===== src/rtl/mem_arbiter.sv =====
// mem_arbiter
//   Owns the byte-wide external RAM port. Arbitrates between instruction
//   fetch (fixed 4-byte reads) and the load/store buffer (1/2/4-byte reads
//   and writes). Each request is serialised into little-endian byte
//   accesses. The assembled data is returned together with a one-cycle
//   done pulse.
//
// Ports
//   clk_in          system clock
//   rst_in          synchronous active-high reset
//   rdy_in          global ready; low freezes every register
//   rob_clear_up    pipeline flush; aborts reads, lets writes finish
//   io_buffer_full  UART buffer full; holds off IO-space stores
//   mem_din         RAM read byte, valid one cycle after its address
//   mem_dout        RAM write byte
//   mem_a           RAM byte address
//   mem_wr          1 = write, 0 = read
//   if_valid        fetch request, held until if_done
//   if_addr         fetch address
//   if_done         one-cycle pulse, if_data valid
//   if_data         fetched word
//   lsb_valid       LSB request, held until lsb_done
//   lsb_wr          1 = store, 0 = load
//   lsb_size        0 = 1 byte, 1 = 2 bytes, anything else = 4 bytes
//   lsb_addr        access address
//   lsb_wdata       store data, low N bytes used
//   lsb_done        one-cycle pulse, load data valid / store retired
//   lsb_rdata       load data, zero-extended
module mem_arbiter #(
    parameter logic [31:0] IO_ADDR_MASK = 32'h0003_0000
) (
    input  logic        clk_in,
    input  logic        rst_in,
    input  logic        rdy_in,
    input  logic        rob_clear_up,
    input  logic        io_buffer_full,

    input  logic [7:0]  mem_din,
    output logic [7:0]  mem_dout,
    output logic [31:0] mem_a,
    output logic        mem_wr,

    input  logic        if_valid,
    input  logic [31:0] if_addr,
    output logic        if_done,
    output logic [31:0] if_data,

    input  logic        lsb_valid,
    input  logic        lsb_wr,
    input  logic [2:0]  lsb_size,
    input  logic [31:0] lsb_addr,
    input  logic [31:0] lsb_wdata,
    output logic        lsb_done,
    output logic [31:0] lsb_rdata
);

    localparam logic [1:0] IDLE  = 2'd0;
    localparam logic [1:0] READ  = 2'd1;
    localparam logic [1:0] WRITE = 2'd2;

    localparam logic OWNER_IF  = 1'b0;
    localparam logic OWNER_LSB = 1'b1;

    logic [1:0]  state;
    logic        owner;
    logic [31:0] base;
    logic [2:0]  len;
    // Edge counter since acceptance: the accept edge is 0, the next edge 1.
    logic [2:0]  cnt;
    logic [31:0] acc;
    logic [31:0] wbuf;

    logic        lsb_is_io;
    logic        lsb_ok;
    logic        if_ok;
    logic [2:0]  lsb_len;
    logic [31:0] issue_addr;
    logic [1:0]  cap_idx;
    logic [31:0] acc_next;
    logic [7:0]  wr_byte;

    // Acceptance qualifiers. A requester still holds valid during the cycle
    // its done pulse is high, so that cycle must not start a second access.
    always_comb begin
        lsb_is_io = (lsb_addr & IO_ADDR_MASK) == IO_ADDR_MASK;
        lsb_ok    = lsb_valid && !lsb_done && !(lsb_wr && lsb_is_io && io_buffer_full);
        if_ok     = if_valid && !if_done;
    end

    always_comb begin
        case (lsb_size)
            3'd0:    lsb_len = 3'd1;
            3'd1:    lsb_len = 3'd2;
            default: lsb_len = 3'd4;
        endcase
    end

    // Byte k is addressed on edge k (wrap-around add).
    assign issue_addr = base + {29'd0, cnt};

    // The RAM answers one cycle after the address is registered, so the byte
    // sampled on edge k belongs to the address issued on edge k-2.
    assign cap_idx = 2'(cnt - 3'd2);

    always_comb begin
        acc_next = acc;
        case (cap_idx)
            2'd0: acc_next[7:0]   = mem_din;
            2'd1: acc_next[15:8]  = mem_din;
            2'd2: acc_next[23:16] = mem_din;
            2'd3: acc_next[31:24] = mem_din;
            default: acc_next = acc;
        endcase
    end

    always_comb begin
        case (cnt[1:0])
            2'd0: wr_byte = wbuf[7:0];
            2'd1: wr_byte = wbuf[15:8];
            2'd2: wr_byte = wbuf[23:16];
            2'd3: wr_byte = wbuf[31:24];
            default: wr_byte = '0;
        endcase
    end

    always_ff @(posedge clk_in) begin
        if (rst_in) begin
            state     <= IDLE;
            owner     <= OWNER_IF;
            base      <= '0;
            len       <= '0;
            cnt       <= '0;
            acc       <= '0;
            wbuf      <= '0;
            mem_a     <= '0;
            mem_dout  <= '0;
            mem_wr    <= 1'b0;
            if_done   <= 1'b0;
            lsb_done  <= 1'b0;
            if_data   <= '0;
            lsb_rdata <= '0;
        end else if (rdy_in) begin
            // Done pulses and their data are only present for one cycle.
            if_done   <= 1'b0;
            lsb_done  <= 1'b0;
            if_data   <= '0;
            lsb_rdata <= '0;

            case (state)
                IDLE: begin
                    if (!rob_clear_up) begin
                        if (lsb_ok) begin
                            owner <= OWNER_LSB;
                            base  <= lsb_addr;
                            len   <= lsb_len;
                            cnt   <= 3'd1;
                            acc   <= '0;
                            wbuf  <= lsb_wdata;
                            mem_a <= lsb_addr;
                            if (lsb_wr) begin
                                mem_wr   <= 1'b1;
                                mem_dout <= lsb_wdata[7:0];
                                state    <= WRITE;
                            end else begin
                                mem_wr   <= 1'b0;
                                mem_dout <= '0;
                                state    <= READ;
                            end
                        end else if (if_ok) begin
                            owner    <= OWNER_IF;
                            base     <= if_addr;
                            len      <= 3'd4;
                            cnt      <= 3'd1;
                            acc      <= '0;
                            mem_a    <= if_addr;
                            mem_wr   <= 1'b0;
                            mem_dout <= '0;
                            state    <= READ;
                        end
                    end
                end

                READ: begin
                    if (rob_clear_up) begin
                        // Partial data is simply abandoned; acc is cleared
                        // again on the next acceptance.
                        state <= IDLE;
                        mem_a <= '0;
                    end else begin
                        if (cnt < len) begin
                            mem_a <= issue_addr;
                        end
                        if (cnt >= 3'd2) begin
                            acc <= acc_next;
                        end
                        if (cnt == len + 3'd1) begin
                            state <= IDLE;
                            mem_a <= '0;
                            if (owner == OWNER_LSB) begin
                                lsb_done  <= 1'b1;
                                lsb_rdata <= acc_next;
                            end else begin
                                if_done <= 1'b1;
                                if_data <= acc_next;
                            end
                        end
                        cnt <= cnt + 3'd1;
                    end
                end

                WRITE: begin
                    // Flushes do not affect stores: they are already committed.
                    if (cnt == len) begin
                        mem_wr   <= 1'b0;
                        mem_dout <= '0;
                        mem_a    <= '0;
                        lsb_done <= 1'b1;
                        state    <= IDLE;
                    end else begin
                        mem_a    <= issue_addr;
                        mem_dout <= wr_byte;
                        cnt      <= cnt + 3'd1;
                    end
                end

                default: begin
                    state  <= IDLE;
                    mem_a  <= '0;
                    mem_wr <= 1'b0;
                end
            endcase
        end
    end

endmodule


===== config.mk =====
export PLATFORM = sky130hd
export DESIGN_NAME = mem_arbiter
export DESIGN_NICKNAME = d
export VERILOG_FILES = /design/src/rtl/mem_arbiter.sv
export SDC_FILE = /design/constraint.sdc
export NUM_CORES = 1
export LEC_CHECK = 0
export CAP_MARGIN = 10
export CORE_ASPECT_RATIO = 1.5
export CORE_MARGIN = 3
export CORE_UTILIZATION = 50
export CTS_CLUSTER_DIAMETER = 80
export DETAILED_ROUTE_END_ITERATION = 10
export GPL_TIMING_DRIVEN = 0
export PLACE_DENSITY = 0.84
export SYNTH_ARGS = -nofsm -noshare
export SYNTH_HDL_FRONTEND = slang
export SYNTH_SLANG_ARGS = --single-unit

===== constraint.sdc =====
create_clock -name clk_in -period 2.69 [get_ports clk_in]
set_input_delay 0.6725 -clock clk_in [delete_from_list [all_inputs] [get_ports clk_in]]
set_output_delay 0.6725 -clock clk_in [all_outputs]
set_load 0.02 [all_outputs]

# ---- Yosys cells after proc, flatten, opt, wreduce, memory -nomap -nowiden
# Cells that the tools add are included.
dict set report classes {
  bitwise_logic 2
  n_lt_le_gt_ge 2
  reduce_logical 24
  add_sub_neg 4
  muxes 66
  eq_ne 20
}
# op count
set op_table {}
lappend op_table {{$mux W32} 20}
lappend op_table {{$pmux W32 S3} 1}
lappend op_table {{$mux W8} 9}
lappend op_table {{$pmux W32 S2} 1}
lappend op_table {{$add A32 B3 Y32} 1}
lappend op_table {{$pmux W8 S4} 1}
lappend op_table {{$mux W3} 7}
lappend op_table {{$pmux W8 S2} 1}
lappend op_table {{$reduce_and A4 Y1} 4}
lappend op_table {{$mux W1} 14}
lappend op_table {{$mux W2} 7}
lappend op_table {{$eq A2 B2 Y1 const B} 6}
lappend op_table {{$reduce_and A6 Y1} 2}
lappend op_table {{$ne A2 B2 Y1 const B} 5}
lappend op_table {{$reduce_and A5 Y1} 2}
lappend op_table {{$pmux W3 S3} 1}
lappend op_table {{$add A3 B1 Y3 const B} 2}
lappend op_table {{$eq A2 B1 Y1 const B} 3}
lappend op_table {{$eq A3 B3 Y1} 2}
lappend op_table {{$logic_not A2 Y1} 3}
lappend op_table {{$ne A3 B3 Y1 const B} 2}
lappend op_table {{$pmux W2 S3} 1}
lappend op_table {{$pmux W3 S2} 1}
lappend op_table {{$reduce_bool A2 Y1} 3}
lappend op_table {{other kinds (12)} 19}
dict set report word_totals {
  word_cells 132
  inputBits 115
  ff_bits 212
}

# ---- Logic depth before layout (Yosys ltp)
# Gate-level depths: netlist (run 1).
dict set report depth {
  ltp_word 8
  mapped_depth 11
  depth_no_buf 9
}

# ---- Least setup slack after synthesis (run 1)
# Ideal clock, no wire load.
dict set report synth_timing {
  path_kind {input to register}
  from {input port lsb_valid}
  to {register mem_a[19]}
  path_buffers 1
  slack_ns 0.504
  arrival_time_ns 2.064
  required_ns 2.568
  cell_stages 7
  cell_sequence {nand2b_1 -> a41o_1 -> a31oi_4 -> o21ai_1 -> nor2b_4 -> buf_6 -> a221o_1}
}
dict set report synth_between {
  elab_chain_cells 5
}
# item line
set synth_rtl {}
lappend synth_rtl {{start, declared} 48} ;# input logic lsb_valid,
lappend synth_rtl {{$logic_and A1 B1 Y1 (*) (2 in a row)} 86} ;# lsb_ok = lsb_valid && !lsb_done && !(lsb_wr && lsb_is_io && io_buffer_full);
lappend synth_rtl {{$mux W32} 152} ;# if (lsb_ok) begin
lappend synth_rtl {{$mux W32} 151} ;# if (!rob_clear_up) begin
lappend synth_rtl {{$pmux W32 S3} 149} ;# case (state)
lappend synth_rtl {{end signal, assigned} 159} ;# mem_a <= lsb_addr;
lappend synth_rtl {{end signal, assigned} 175} ;# mem_a <= if_addr;
lappend synth_rtl {{end signal, assigned} 191} ;# mem_a <= issue_addr;
lappend synth_rtl {{end, declared} 40} ;# output logic [31:0] mem_a,
# Mark *: on every way between the ends. The rest lies on a longest branch, timed or not. The select of a mux whose other input is x is not followed.
# A chain may end at the register's enable or synchronous reset.

# ---- Worst setup path in the final report (run 1)
dict set report layout_timing {
  from {input port lsb_wr}
  to {register mem_a[25]}
}
dict set report layout_between {
  elab_chain_cells 7
}
# item line
set layout_rtl {}
lappend layout_rtl {{start, declared} 49} ;# input logic lsb_wr,
lappend layout_rtl {{$logic_and A1 B1 Y1 (*) (2 in a row)} 86}
lappend layout_rtl {{$logic_not A1 Y1 (*)} 86}
lappend layout_rtl {{$logic_and A1 B1 Y1 (*)} 86}
lappend layout_rtl {{$mux W32} 152}
lappend layout_rtl {{$mux W32} 151}
lappend layout_rtl {{$pmux W32 S3} 149}
# Marked as above.

==> flow_summary_export.csv, run 1 <==
group,metric,value,unit
synth,synth_compound_area_frac,0.191,
timing,max_slew_margin,0.554,
synth,netlist.area_leader.share,0.445,
floorplan,dieWidth,119,µm
global_route,grt_overflow,0,
global_route,first_global_vias,9465,
synth,muxShareOfSynthArea,0.0557,
synth,ys_seq_area_frac,0.445,
routing,drt_iter0_drc,674,
power_and_ir_drop,irDropWorstVdd,0.000663,V
timing,slew_violations,0,
clock_tree,htreeDepth,1,
synth,ys_top_cells_by_area,"dfxtp_1 (45%), nand2_1 (6.5%), nor2_1 (6.2%)",
synth,synth_async_sr_flop_share,0,
floorplan,rows,61,
timing,worstMarginPinSlew,669,ps
worst_setup_path,end_kind,"flop",
placement,portBuffers,221,
routing,routed_wl,31500,µm
synth,synth_area,9530,µm²
final_layout,final_layout_size_suffix_gt1_frac,0.0860,
worst_setup_path,path_max_fanout,10,
placement,place.gp.congestion,0.937,
synth,syn_nets,1261,
placement,detailed_place_hpwl,23600,µm
final_layout,area_growth,35.7,%
power_and_ir_drop,p_leak,4.61,nW
synth,synth_top_family_by_area,"simple AND/OR/NAND/NOR gates",
synth,synth.largest_area_cell,"dfxtp_1",
global_route,met3_usage,0.0641,
clock_tree,clock_sinks,212,
worst_setup_path,required,3060,ps
synth,yosysWarningCount,0,
routing,vias_per_cell,5.70,
clock_tree,clk_pin_slew,70,ps
synth,ys_seq_elements,212,
synth,avgSynthCellArea,8.43,µm²
synth,yosys.area_share.adder,0.0218,
synth,ys_types,58,
floorplan,die_y,175,µm
floorplan,initial_core_util,0.512,
run,cap_viol_max_count,0,
clock_tree,clk_latency,500,ps
global_route,met1_usage,0.301,
synth,synth-simple-area-share,0.212,
timing,setup_viol_count_final,0,
synth,ys.flop_type,"dfxtp_1",
global_route,grt_pass1_wl,49100,µm
floorplan,coreArea,18600,µm²
clock_tree,cts-buffers-inserted,20,
timing,max_freq,379,MHz
clock_tree,clockRootBuffer,"clkbuf_16",
routing,dr.pass1.iters,5,
timing,rsz0062_at_grt,"yes",
worst_hold_path,hold_class,"reg -> reg",
routing,ant_nets,0,
global_route,met2_usage,0.548,
clock_tree,cts_tree,"built",
floorplan,num_io_pins,222,
power_and_ir_drop,p_total,7.65,mW
timing,timing.final.crit_share,0.982,
final_layout,diodes,0,
clock_tree,cts.path.max_buffers,3,
final_layout,fin_nets,1512,
worst_setup_path,crit_arrival,3010,ps
final_layout,fin_util,0.694,
worst_setup_path,critPathKind,"in -> reg",
routing,post-route-drc-count,0,
worst_setup_path,crit_path_start_kind,"input pin",
timing,fin_skew,14.0,ps
synth,synth-xor-area-share,0.0301,
routing,wl_per_cell,19.1,µm
routing,vias,9395,
global_route,grt.total_usage,0.290,
power_and_ir_drop,powerDensity,592,nW/µm²
synth,syn_inst,1130,
global_route,grt_start_max_net_pins,18,
timing,finalHoldViolCount,0,
global_route,gr-max-usage-layer,"met2",
global_route,antenna_found_initial,0,
outcome,run_status,"finished, final reports clean",
floorplan,die_area,20800,µm²
timing,finalCriticalPeriod,2640,ps
synth,synth-edff-count,0,
## cell families after synthesis
group,Yosys count
buffers and inverters,102
AO/OA/AOI/OAI,260
adder cells (fa/ha/maj),16
AND/OR/NAND/NOR,460
XOR/XNOR,31
flip-flops,212
multiplexers,49
## cell type report
cell class / count / area, µm²
plain buffers: 83 / 358
clock buffers: 23 / 553
clock inverters: 13 / 215
fillers: 1507 / 5690
inverters: 18 / 67.6
multi-input cells: 816 / 4900
flip-flops and latches: 212 / 4250
well taps: 252 / 315
repair buffers: 230 / 2280
## per-stage QoR
| stage | instance area [µm²] | worst slack (ps) | hold slack [ps] | cells | TNS, ps |
|---|---|---|---|---|---|
| 2_1_floorplan | 9530 | 504 | 429 | 1130 | 0 |
| 3_3_place_gp | 12100 | -581 | 435 | 1603 | -60750 |
| 3_5_place_dp | 12100 | -631 | 445 | 1603 | -62020 |
| 4_1_cts | 12800 | 1.50 | 453 | 1639 | 0 |
| 5_1_grt | 12900 | -38.8 | 469 | 1647 | -71.8 |
| 6_report | 12900 | 49.5 | 451 | 1647 | 0 |
## critical path, stage by stage
cell	delay, ps
clkdlybuf4s50_1	590
a41oi_2	630
buf_2	420
mux2i_1	350
nor2_1	70
a31oi_1	190
o21ai_1	70
## flip-flops by register name (all words and copies together) (netlist names)
| name | count |
|---|---|
| acc | 32 |
| base | 32 |
| if_data | 32 |
| lsb_rdata | 32 |
| mem_a | 32 |
| wbuf | 32 |
| mem_dout | 8 |
| cnt | 3 |
| len | 3 |
| state | 2 |
| if_done | 1 |
| lsb_done | 1 |
| mem_wr | 1 |
| owner | 1 |
## path summary, 6_finish.rpt
path | depth (start not counted) | endpoint | startpoint | slack, ps
setup reg to reg | 10 | mem_a[24] | state[1] | 140
hold reg to reg | 2 | acc[26] | acc[26] | 450
setup / recovery | 7 | mem_a[25] | lsb_wr | 50
hold / removal | 2 | acc[26] | acc[26] | 450
## Yosys cell counts, drive strengths merged (10+ instances only)
library cell / count
a211oi: 29
a21oi: 87
a22oi: 74
buf: 19
clkbuf: 65
dfxtp: 212
ha: 15
inv: 18
mux2: 32
mux2i: 17
nand2: 166
nand3: 46
nor2: 157
nor3: 28
o21ai: 14
o2bb2ai: 14
or3: 11
xnor2: 20
xor2: 10
## metal layers
metal,vias to the layer above,part of all wire
met2,417,0.52
met4,0,0.047
met1,4398,0.36
li1,4492,-
met3,88,0.072
met5,-,0
## layout by cell type, fill, tap and decap left out, drive strengths merged, types with 3 or more instances in the layout
master,netlist,routed
o2bb2ai,14,14
and2,5,5
nand3,46,46
nand4,8,8
a222oi,8,8
clkbuf,65,89
nand2b,5,5
xnor2,20,20
dfxtp,212,212
nand2,166,166
nand3b,9,9
o21ai,14,14
and4,4,4
xor2,10,10
clkdlybuf4s50,0,221
nor4,6,6
a221o,8,8
clkinv,0,3
o211ai,9,9
nor3,28,28
and3,5,5
or3,11,11
mux2i,17,17
inv,18,19
a22oi,74,74
bufinv,0,5
clkinvlp,0,4
a21oi,87,87
a211oi,29,29
ha,15,15
buf,19,26
nor2b,5,5
nor2,157,157
mux2,32,32
## power breakdown
part	internal, mW	switching [mW]	leakage, nW
Clock	1.98	1.27	0.361
Sequential	3.25	0.0875	1.72
Combinational	0.462	0.608	2.53
Total	5.69	1.96	4.61
## what timing repair did
action | CTS | global route
endpoints found under the setup margin | 28 | 88
pin swaps | 0 | 1
gates resized for setup | 6 | 15
hold buffers | 0 | 0
setup buffers | 0 | 9
No activity file was read; power rests on OpenSTA's default activity.
==> inputs of run 2 (changes only) <==
--- a/config.mk
+++ b/config.mk
@@ -5,12 +5,14 @@
 export SDC_FILE = /design/constraint.sdc
 export NUM_CORES = 1
 export LEC_CHECK = 0
+export ABC_CLOCK_PERIOD_IN_PS = 2690
 export CAP_MARGIN = 10
 export CORE_ASPECT_RATIO = 1.5
 export CORE_MARGIN = 3
 export CORE_UTILIZATION = 50
 export CTS_CLUSTER_DIAMETER = 80
 export DETAILED_ROUTE_END_ITERATION = 10
+export GPL_ROUTABILITY_DRIVEN = 0
 export GPL_TIMING_DRIVEN = 0
 export PLACE_DENSITY = 0.84
 export SYNTH_ARGS = -nofsm -noshare
==> run 2 against run 1 <==
Setup slack better by 2.2 ps. Design area is 0.94% lower. Clock power decreased by 9.5%. Hold slack got worse by 1.3 ps. Combinational power barely moved.
==> flow_summary_export.csv, run 2 (synthesis results as in run 1) <==
group,metric,value,unit
timing,max_freq,379,MHz
worst_setup_path,path_max_fanout,10,
timing,hold_ws,449,ps
floorplan,num_io_pins,222,
final_layout,final_cell_mix,"clkdlybuf4s50_1 (221), dfxtp_1 (212), nand2_1 (166)",
worst_setup_path,critPathKind,"in -> reg",
clock_tree,cts_tree,"built",
final_layout,fill_cells,1530,
timing,tns,0,ps
timing,finalHoldViolCount,0,
global_route,antenna_found_initial,1,
power_and_ir_drop,powerDensity,573,nW/µm²
worst_setup_path,end_kind,"flop",
global_route,grt_pass1_wl,49200,µm
power_and_ir_drop,p_leak,4.56,nW
power_and_ir_drop,p_total,7.33,mW
clock_tree,clock_sinks,212,
routing,vias_per_cell,5.78,
clock_tree,cts-buffers-inserted,21,
run,cap_viol_max_count,0,
worst_setup_path,regToRegStartpoint,"cnt[1]",
power_and_ir_drop,irDropWorstVdd,0.000583,V
timing,setup_ws,51.7,ps
floorplan,initial_core_util,0.512,
worst_setup_path,crit_path_start_kind,"input pin",
clock_tree,ctsHoldBuffers,0,
clock_tree,clk_pin_slew,70,ps
final_layout,final_common_cell,"clkdlybuf4s50_1",
routing,ant_nets,0,
routing,vias,9482,
timing,finalCriticalPeriod,2640,ps
worst_setup_path,r2r-end,"mem_dout[5]",
outcome,run_status,"finished, final reports clean",
floorplan,coreArea,18600,µm²
timing,slew_violations,0,
routing,drt_iter0_drc,726,
floorplan,dieWidth,119,µm
worst_hold_path,hold_class,"reg -> reg",
final_layout,fin_nets,1507,
timing,timing.final.crit_share,0.981,
global_route,grt_start_max_net_pins,17,
floorplan,rows,61,
clock_tree,htreeDepth,1,
placement,detailed_place_hpwl,23300,µm
final_layout,fin_util,0.688,
routing,routed_wl,31200,µm
global_route,grt_overflow,0,
timing,setup_viol_count_final,0,
worst_hold_path,whs_endpoint,"acc[4]",
placement,portBuffers,221,
worst_hold_path,hp-start,"acc[4]",
worst_setup_path,reg2reg_slack,160,ps
global_route,grt.total_usage,0.288,
placement,pre_cts_slack,-558,ps
floorplan,die_y,175,µm
routing,wl_per_cell,19.0,µm
routing,post-route-drc-count,0,
timing,worstMarginPinSlew,669,ps
global_route,first_global_vias,9672,
worst_setup_path,rr_worst_depth,8,
worst_hold_path,whs_path_depth,2,
final_layout,area_growth,34.4,%
floorplan,die_area,20800,µm²
clock_tree,cts.path.max_buffers,3,
final_layout,final_layout_size_suffix_gt1_frac,0.0807,
timing,max_slew_margin,0.551,
worst_setup_path,crit_arrival,3070,ps
worst_setup_path,required,3120,ps
clock_tree,clockRootBuffer,"clkbuf_16",
routing,dr.pass1.iters,6,
clock_tree,clk_latency,510,ps
timing,fin_skew,18.0,ps
run 2: worst max path at each step:
stage,start,end,slack [ps],cells past startpoint
detailed placement,lsb_wr,base[16],-560,7
global placement,lsb_wr,base[18],-520,7
floorplan,lsb_valid,mem_a[19],500,7
CTS,lsb_wr,base[1],30,8
global route,state[1],mem_a[17],-20,11
finish,lsb_wr,base[22],50,7
run 2: layout make-up:
type	count	area (µm²)	share of cell area
multi-input combinational	816	4910	0.383
sequential	212	4240	0.331
timing repair buffer	224	2230	0.174
clock buffer	26	584	0.0456
buffer	83	359	0.0280
tap	252	315	0.0246
clock inverter	9	93.8	0.00733
inverter	18	67.6	0.00527
antenna	1	2.50	0.000195
run 2: timing repair:
action	in CTS	in global routing
endpoints found under the setup margin	8	79
gates resized for setup	3	20
pin swaps	0	1
setup buffers	0	3
run 2: per-stage QoR:
stage / cells / cell area, µm²
after floorplan: 1130 / 9530
after global placement: 1603 / 12100
after detailed placement: 1603 / 12100
after CTS: 1638 / 12700
after global routing: 1641 / 12800
final: 1641 / 12800
run 2: worst max-delay path, stage by stage:
cell and delay (ps):
clkdlybuf4s50_1 700, a41o_1 400, buf_2 380, a21o_1 340
clkbuf_2 330, nor2_1 90, nor3_1 140
run 2: where the power goes:
group / internal, mW / total (mW) / switching [mW]
registers: 3.25 / 3.33 / 0.0871
clock network: 1.65 / 2.94 / 1.28
logic: 0.458 / 1.06 / 0.607
run 2: metal layers:
| metal | global-route usage | part of all wire |
|---|---|---|
| met1 | 0.305 | 0.36 |
| met2 | 0.518 | 0.51 |
| met3 | 0.0693 | 0.076 |
| met4 | 0.163 | 0.054 |
| met5 | 0 | 0 |
